--- src/rtl/cnn_ctrl.sv ---
// Sequencer for one CNN output feature-map pass: clears the datapath, issues every
// (x,y) position in raster order, then waits for every accumulated result to come back.
module cnn_ctrl #(
   parameter int X_SIZE   = 16,
   parameter int Y_SIZE   = 16,
   parameter int PIPE_LAT = 4,
   parameter int CNT_BW   = 16
) (
   input  logic              clk,
   input  logic              reset,
   input  logic              start_i,
   input  logic              stall_i,
   input  logic              acc_valid_i,
   output logic              soft_reset_o,
   output logic              issue_valid_o,
   output logic [7:0]        x_o,
   output logic [7:0]        y_o,
   output logic [CNT_BW-1:0] res_cnt_o,
   output logic              idle_o,
   output logic              done_o,
   output logic              err_o
);

   localparam int DW = $clog2(PIPE_LAT + 3);
   localparam logic [CNT_BW-1:0] TOTAL_C    = CNT_BW'(X_SIZE * Y_SIZE);
   localparam logic [CNT_BW-1:0] CNT_MAX    = {CNT_BW{1'b1}};
   localparam logic [CNT_BW-1:0] CNT_ONE    = CNT_BW'(1);
   localparam logic [DW-1:0]     DRAIN_ZERO = DW'(0);
   localparam logic [DW-1:0]     DRAIN_ONE  = DW'(1);
   localparam logic [DW-1:0]     DRAIN_LAST = DW'(PIPE_LAT + 1);
   localparam logic [7:0]        X_LAST     = 8'(X_SIZE - 1);
   localparam logic [7:0]        Y_LAST     = 8'(Y_SIZE - 1);

   typedef enum logic [2:0] {
      ST_IDLE  = 3'd0,
      ST_CLEAR = 3'd1,
      ST_RUN   = 3'd2,
      ST_DRAIN = 3'd3,
      ST_DONE  = 3'd4
   } state_t;

   state_t            state_r, state_s;
   logic [DW-1:0]     drain_cnt_r, drain_cnt_s;
   logic              issue_s;
   logic [7:0]        x_s, y_s;
   logic [CNT_BW-1:0] cnt_s;
   logic              err_s;
   logic              acc_ok_s;

   // Next-state, position, result-count and error computation.
   always_comb begin
      state_s     = state_r;
      drain_cnt_s = drain_cnt_r;
      issue_s     = 1'b0;
      x_s         = x_o;
      y_s         = y_o;
      cnt_s       = res_cnt_o;
      err_s       = err_o;
      acc_ok_s    = ((state_r == ST_RUN) || (state_r == ST_DRAIN)) && (res_cnt_o != TOTAL_C);

      // A result outside the accepting window is an error and never counts.
      if (acc_valid_i) begin
         if (!acc_ok_s) begin
            err_s = 1'b1;
         end else if (res_cnt_o != CNT_MAX) begin
            cnt_s = res_cnt_o + CNT_ONE;
         end else begin
            cnt_s = res_cnt_o;
         end
      end else begin
         cnt_s = res_cnt_o;
      end

      case (state_r)
         ST_IDLE: begin
            if (start_i) begin
               state_s = ST_CLEAR;
               x_s     = 8'd0;
               y_s     = 8'd0;
               cnt_s   = {CNT_BW{1'b0}};
               err_s   = 1'b0;
            end else begin
               state_s = ST_IDLE;
            end
         end
         ST_CLEAR: begin
            state_s     = ST_RUN;
            issue_s     = !stall_i;
            drain_cnt_s = DRAIN_ZERO;
         end
         ST_RUN: begin
            // Position only moves once the currently presented one has been issued.
            if (issue_valid_o) begin
               if ((x_o == X_LAST) && (y_o == Y_LAST)) begin
                  state_s     = ST_DRAIN;
                  issue_s     = 1'b0;
                  drain_cnt_s = DRAIN_ZERO;
               end else if (x_o == X_LAST) begin
                  x_s     = 8'd0;
                  y_s     = y_o + 8'd1;
                  issue_s = !stall_i;
               end else begin
                  x_s     = x_o + 8'd1;
                  issue_s = !stall_i;
               end
            end else begin
               issue_s = !stall_i;
            end
         end
         ST_DRAIN: begin
            if (res_cnt_o == TOTAL_C) begin
               state_s = ST_DONE;
            end else if (drain_cnt_r == DRAIN_LAST) begin
               state_s = ST_DONE;
               err_s   = 1'b1;
            end else begin
               drain_cnt_s = drain_cnt_r + DRAIN_ONE;
            end
         end
         ST_DONE: begin
            state_s = ST_IDLE;
         end
         default: begin
            state_s = ST_IDLE;
         end
      endcase
   end

   // State and registered outputs; reset never pulses soft_reset_o.
   always_ff @(posedge clk) begin
      if (reset) begin
         state_r       <= ST_IDLE;
         drain_cnt_r   <= DRAIN_ZERO;
         soft_reset_o  <= 1'b0;
         issue_valid_o <= 1'b0;
         x_o           <= 8'd0;
         y_o           <= 8'd0;
         res_cnt_o     <= {CNT_BW{1'b0}};
         idle_o        <= 1'b1;
         done_o        <= 1'b0;
         err_o         <= 1'b0;
      end else begin
         state_r       <= state_s;
         drain_cnt_r   <= drain_cnt_s;
         soft_reset_o  <= (state_s == ST_CLEAR);
         issue_valid_o <= issue_s;
         x_o           <= x_s;
         y_o           <= y_s;
         res_cnt_o     <= cnt_s;
         idle_o        <= (state_s == ST_IDLE);
         done_o        <= (state_s == ST_DONE);
         err_o         <= err_s;
      end
   end

endmodule

--- config.mk ---
export PLATFORM = sky130hd
export DESIGN_NAME = cnn_ctrl
export DESIGN_NICKNAME = d
export VERILOG_FILES = /design/src/rtl/cnn_ctrl.sv
export SDC_FILE = /design/constraint.sdc
export NUM_CORES = 1
export LEC_CHECK = 0
export ABC_AREA = 0
export CAP_MARGIN = 15
export CORE_ASPECT_RATIO = 2
export CORE_MARGIN = 1
export CORE_UTILIZATION = 50
export DETAILED_ROUTE_END_ITERATION = 16
export GPL_ROUTABILITY_DRIVEN = 0
export PLACE_DENSITY = 0.73
export SLEW_MARGIN = 25
export SYNTH_ARGS = -nofsm -noshare
export SYNTH_HDL_FRONTEND = slang
export SYNTH_SLANG_ARGS = --single-unit
export TNS_END_PERCENT = 20
--- constraint.sdc ---
create_clock -name clk -period 5.38 [get_ports clk]
set_input_delay 1.076 -clock clk [delete_from_list [all_inputs] [get_ports clk]]
set_output_delay 1.076 -clock clk [all_outputs]
set_load 0.01 [all_outputs]
==> reports/summary.txt, run 1 <==
Asr flop ratio synth = 0%
Post-DP HPWL = 3880 µm
Core area = 4170 µm²
Commonest cells after routing, fill and taps aside = dfxtp_1, clkdlybuf4s50_1, nor2_1
Slowest CP cell = nand2_1
Fin Clk Skew = 9.03 ps
Synthesis warning total = 0
Core Rows = 33
Ys flop type = dfxtp_1
Final min period = 2930 ps
RSZ-0062 raised after global routing = false
Final Setup Violations = 0
# port buffers = 41
Post-synth EDFFs = 0
Pre-antenna DRT Iters = 5
Largest net degree at the start of global routing = 23
Post-CTS setup buffers = 0
Antenna Cells = 0
Post-synthesis instance total = 257
Die Height = 96.1 µm
CP max stage delay = 630 ps
Status = complete, no violations
Layout cells sized above 1 = 8.78%
GRT Total Usage = 24.1%
P_leak = 0.886 nW
CTS root buffer = clkbuf_8
Relative slew slack = 41.9%
Synth cell types = 51
Max Fclk = 341 MHz
First-pass GRT wire length = 8770 µm
Chip Width = 49.1 µm
Critical path cell sequence = clkdlybuf4s50_1 > or4b_1 > nand2_1 > nor2_1 > a31o_1
Cts bufs inserted = 5
Worst EP arrival = 3120 ps
CP Launch Type = primary input
Post-CTS Resized = 0
Worst-Margin Slew = 864 ps
ANT nets after route = 0
Cts hold-fix bufs = 0
Clock Sinks = 43
CP endpoint kind = register
Final WL = 5250 µm
Post-route setup TNS = 0 ps
Total gr overflow = 0
Cell Area, Synth = 2210 µm²
Min-Delay Path Class = reg -> reg
Total die area = 4720 µm²
Worst-path clk slew = 90 ps
Clock Latency Late Sink = 290 ps
Sequential element share of the synthesized area = 38.9%
Mapped Nets = 268
Drt wl/cell = 15.1 µm
Max H-tree Level = 2
Crit-path max FO = 22
DR iter-0 viols = 44
Pre-CTS setup slack = 2140 ps
Post-layout total power = 0.647 mW
Power Density = 234 nW/µm²
Final Hold Viols = 0
Worst VDD drop = 0.000174 V
Fin crit share = 54.5%
Mean Syn Cell Area = 8.62 µm²
Most common cell after layout, fill and taps aside = dfxtp_1
Final core utilization = 66.4%
CTS tree = done
#FFs+latches synth = 43
Max-Cap Viols = 0
Via count = 2074
WS Path Type = in -> reg
Max Slew Vio Count = 0
Initial Util = 53.1%
Vias in the first global route = 1941
Number of nets in the layout = 306
Post-route DRC = 0
Ports = 42
Initial antenna violation count = 0
Critical Path RT = 5570 ps
Area Growth Syn to Fin = 25.0%
Final WS setup = 2450 ps
Worst reg-to-reg setup slack = 2910 ps
CTS Buffer Depth = 2
Via density = 5.96
-- cell type report --
type	instances	area (µm²)
clock buffers	6	82.6
repair buffers	42	418
flip-flops and latches	43	861
well taps	52	65.1
fillers	372	1400
clock inverters	2	35.0
inverters	9	33.8
multi-input cells	194	1270
-- worst max-delay path: cells and delay by family --
kind,cells,cell delay (ps)
AO/OA/AOI/OAI,1,240
buffers and inverters,1,500
AND/OR/NAND/NOR,3,1310
-- power by group --
part | switching [mW] | leakage (nW) | internal [mW] | total (mW)
Sequential | 0.00817 | 0.348 | 0.323 | 0.331
Clock | 0.112 | 0.0612 | 0.150 | 0.262
Combinational | 0.0310 | 0.478 | 0.0223 | 0.0533
-- registers in the layout (all words and copies together) (netlist names) --
register	cells
y_o	8
res_cnt_o	16
idle_o	1
done_o	1
state_r	3
x_o	8
drain_cnt_r	3
soft_reset_o	1
err_o	1
issue_valid_o	1
-- final timing paths --
check	end	startpoint	depth (start not counted)
min	err_o	err_o	2
min reg2reg	err_o	err_o	2
max	res_cnt_o[2]	start_i	5
max reg2reg	res_cnt_o[1]	res_cnt_o[0]	7
-- cells by family after synthesis --
kind of cell,count (synthesis),synth area share (%)
XOR/XNOR,12,4.75
flip-flops,43,38.9
adder cells (fa/ha/maj),6,3.39
multiplexers,3,1.36
buffers and inverters,20,3.67
AND/OR/NAND/NOR,121,32.4
AO/OA/AOI/OAI,52,15.5
-- synthesized netlist by cell type, types with 3 or more instances --
master,instances,area (µm²)
a21oi_1,18,90.1
a311oi_1,4,35.0
a31oi_1,4,25.0
and2_1,3,18.8
and3_1,4,25.0
buf_2,5,25.0
clkbuf_1,6,22.5
dfxtp_1,43,861
ha_1,6,75.1
inv_1,9,33.8
mux2i_1,3,30.0
nand2_1,19,71.3
nand3_1,14,70.1
nand4_1,5,31.3
nor2_1,26,97.6
nor3_1,12,60.1
nor4_1,7,43.8
o21ai_0,6,30.0
o21ai_1,4,20.0
or3_1,6,37.5
or4_4,3,33.8
xnor2_1,12,105
-- per-stage QoR --
step                area [µm²]  hold WS (ps)  cells
global placement          2650           448    340
detailed placement        2650           460    340
global route              2770           496    348
floorplan                 2210           460    257
finish                    2770           466    348
CTS                       2770           472    348
-- metal layers --
metal | share of wire (%) | vias to the layer above | GRT usage (%)
met1 | 39 | 967 | 23.5
met2 | 55 | 78 | 48.5
met5 | 0 | - | 0
met3 | 4.0 | 10 | 3.00
li1 | - | 1019 | -
met4 | 2.2 | 0 | 10.8
Note: power is estimated with default switching activity, not from simulation.
==> inputs of run 2 (changes only) <==
- clock period: 5.38 -> 2.8 ns (I/O delays scaled with it)
==> run 2 against run 1 <==
  * Power increased by 100%
  * Count of clock-buffer cells in the layout is the same
  * Cell area rose by 1.9%
  * First-iteration DRC count is 45% lower
  * Sequential share of layout area is 0.58 points lower
  * Highest routed layer unchanged
==> reports/summary.txt, run 2 (synthesis results as in run 1) <==
Worst-path clk slew = 80 ps (was 90 ps)
Worst-Margin Slew = 618 ps (was 864 ps)
Fin crit share = 76.6%
Biggest registers after layout = res_cnt_o x16, x_o x8, y_o x8 (unchanged)
Clock Latency Late Sink = 290 ps (about the same)
Via density = 5.87 (was 5.96)
ANT nets after route = 0 (unchanged)
Initial antenna violation count = 0 (unchanged)
Ports = 42 (unchanged)
RSZ-0062 raised after global routing = false (unchanged)
Worst EP arrival = 2350 ps (was 3120 ps)
Relative slew slack = 58.4% (was 41.9%)
Area Growth Syn to Fin = 27.3% (was 25.0%)
Fin Clk Skew = 5.03 ps (was 9.03 ps)
Biggest register = res_cnt_o (unchanged)
DR iter-0 viols = 24 (was 44)
WS Path Type = reg -> reg (was in -> reg)
Critical Path RT = 3000 ps (was 5570 ps)
CP Launch Type = register (was primary input)
Max reg flops = 16 (unchanged)
Final min period = 2150 ps
Core Rows = 33 (unchanged)
Drt wl/cell = 15.2 µm (was 15.1 µm)
Max Fclk = 466 MHz
Cts bufs inserted = 5 (unchanged)
Max-Cap Viols = 0 (unchanged)
First-pass GRT wire length = 9190 µm (was 8770 µm)
Critical path cell sequence = nor3b_2 > a21boi_0 > o21ai_0 > a311oi_1 (was clkdlybuf4s50_1 > or4b_1 > nand2_1 > nor2_1 > a31o_1)
Status = complete, no violations (unchanged)
Chip Width = 49.1 µm (unchanged)
Vias in the first global route = 2070 (was 1941)
Slowest CP cell = dfxtp_1 (was nand2_1)
Post-route setup TNS = 0 ps (unchanged)
Number of nets in the layout = 311 (was 306)
Min-Delay Path Class = reg -> reg (unchanged)
Crit-path max FO = 12 (was 22)
CTS tree = done (unchanged)
Total die area = 4720 µm² (unchanged)
Die Height = 96.1 µm (unchanged)
Final WL = 5380 µm (was 5250 µm)
R2R depth = 4 (was 7)
CTS Buffer Depth = 2 (unchanged)
Post-CTS Resized = 0 (unchanged)
CTS root buffer = clkbuf_8 (unchanged)
Largest net degree at the start of global routing = 14 (was 23)
Initial Util = 53.1% (unchanged)
Clock Sinks = 43 (unchanged)
Post-DP HPWL = 4090 µm (was 3880 µm)
Final Setup Violations = 0 (unchanged)
Post-layout total power = 1.31 mW (was 0.647 mW)
# port buffers = 41 (unchanged)
Core area = 4170 µm² (unchanged)
Post-route DRC = 0 (unchanged)
Power Density = 466 nW/µm² (was 234 nW/µm²)
Fillers = 368 (was 372)
Worst VDD drop = 0.000500 V (was 0.000174 V)
P_leak = 0.916 nW (was 0.886 nW)
CP max stage delay = 570 ps (was 630 ps)
Max Slew Vio Count = 0 (unchanged)
CP endpoint kind = register (unchanged)
Commonest cells after routing, fill and taps aside = dfxtp_1, clkdlybuf4s50_1, nor2_1 (unchanged)
Cts hold-fix bufs = 0 (unchanged)
Hold path cells = 2 (unchanged)
GRT Total Usage = 25.2% (was 24.1%)
Most common cell after layout, fill and taps aside = dfxtp_1 (unchanged)
Total gr overflow = 0 (unchanged)
Post-CTS setup buffers = 0 (unchanged)
Via count = 2073 (was 2074)
Pre-antenna DRT Iters = 4 (was 5)
Final Hold Viols = 0 (unchanged)
Layout cells sized above 1 = 9.97% (was 8.78%)
Max H-tree Level = 2 (unchanged)
Antenna Cells = 0 (unchanged)
[run 2: layer usage]
metal / GRT usage [%] / routed length, µm
met3: 3.16 / 148
met1: 23.4 / 2020
met2: 49.9 / 2990
met5: 0 / 0
met4: 16.2 / 227
[run 2: critical path, delay by kind of cell (launching register included)]
kind	cells	cell delay, ps
AOI/OAI and AO/OA	3	1060
and+or+nand+nor	1	420
DFF	1	570
[run 2: path summary, 6_finish.rpt]
check	start	end	slack (ps)
max	state_r[1]	x_o[6]	650
min	err_o	err_o	450
max reg2reg	state_r[1]	x_o[6]	650
min reg2reg	err_o	err_o	450
[run 2: layout make-up]
class                           instances  area (µm²)  share of cell area (%)
Timing Repair Buffer                   47         455                    16.1
Clock inverter                          2        60.1                    2.13
Clock buffer                            6        72.6                    2.57
Tap cell                               52        65.1                    2.31
Inverter                                9        33.8                    1.20
Multi-Input combinational cell        194        1270                    45.1
Sequential cell                        43         861                    30.5
[run 2: report_power, final]
part | total [mW] | internal [mW] | switching (mW)
registers | 0.636 | 0.621 | 0.0155
logic | 0.109 | 0.0470 | 0.0621
clock network | 0.569 | 0.357 | 0.212
[run 2: through the flow]
step	utilization (%)	cells	worst slack [ps]	area [µm²]	hold slack, ps
6_report	67.6	353	654	2820	454
5_1_grt	67.6	353	436	2820	477
4_1_cts	67.6	353	633	2820	460
3_5_place_dp	64.4	345	390	2690	447
3_3_place_gp	64.4	345	417	2690	449
2_1_floorplan	-	257	909	2210	460
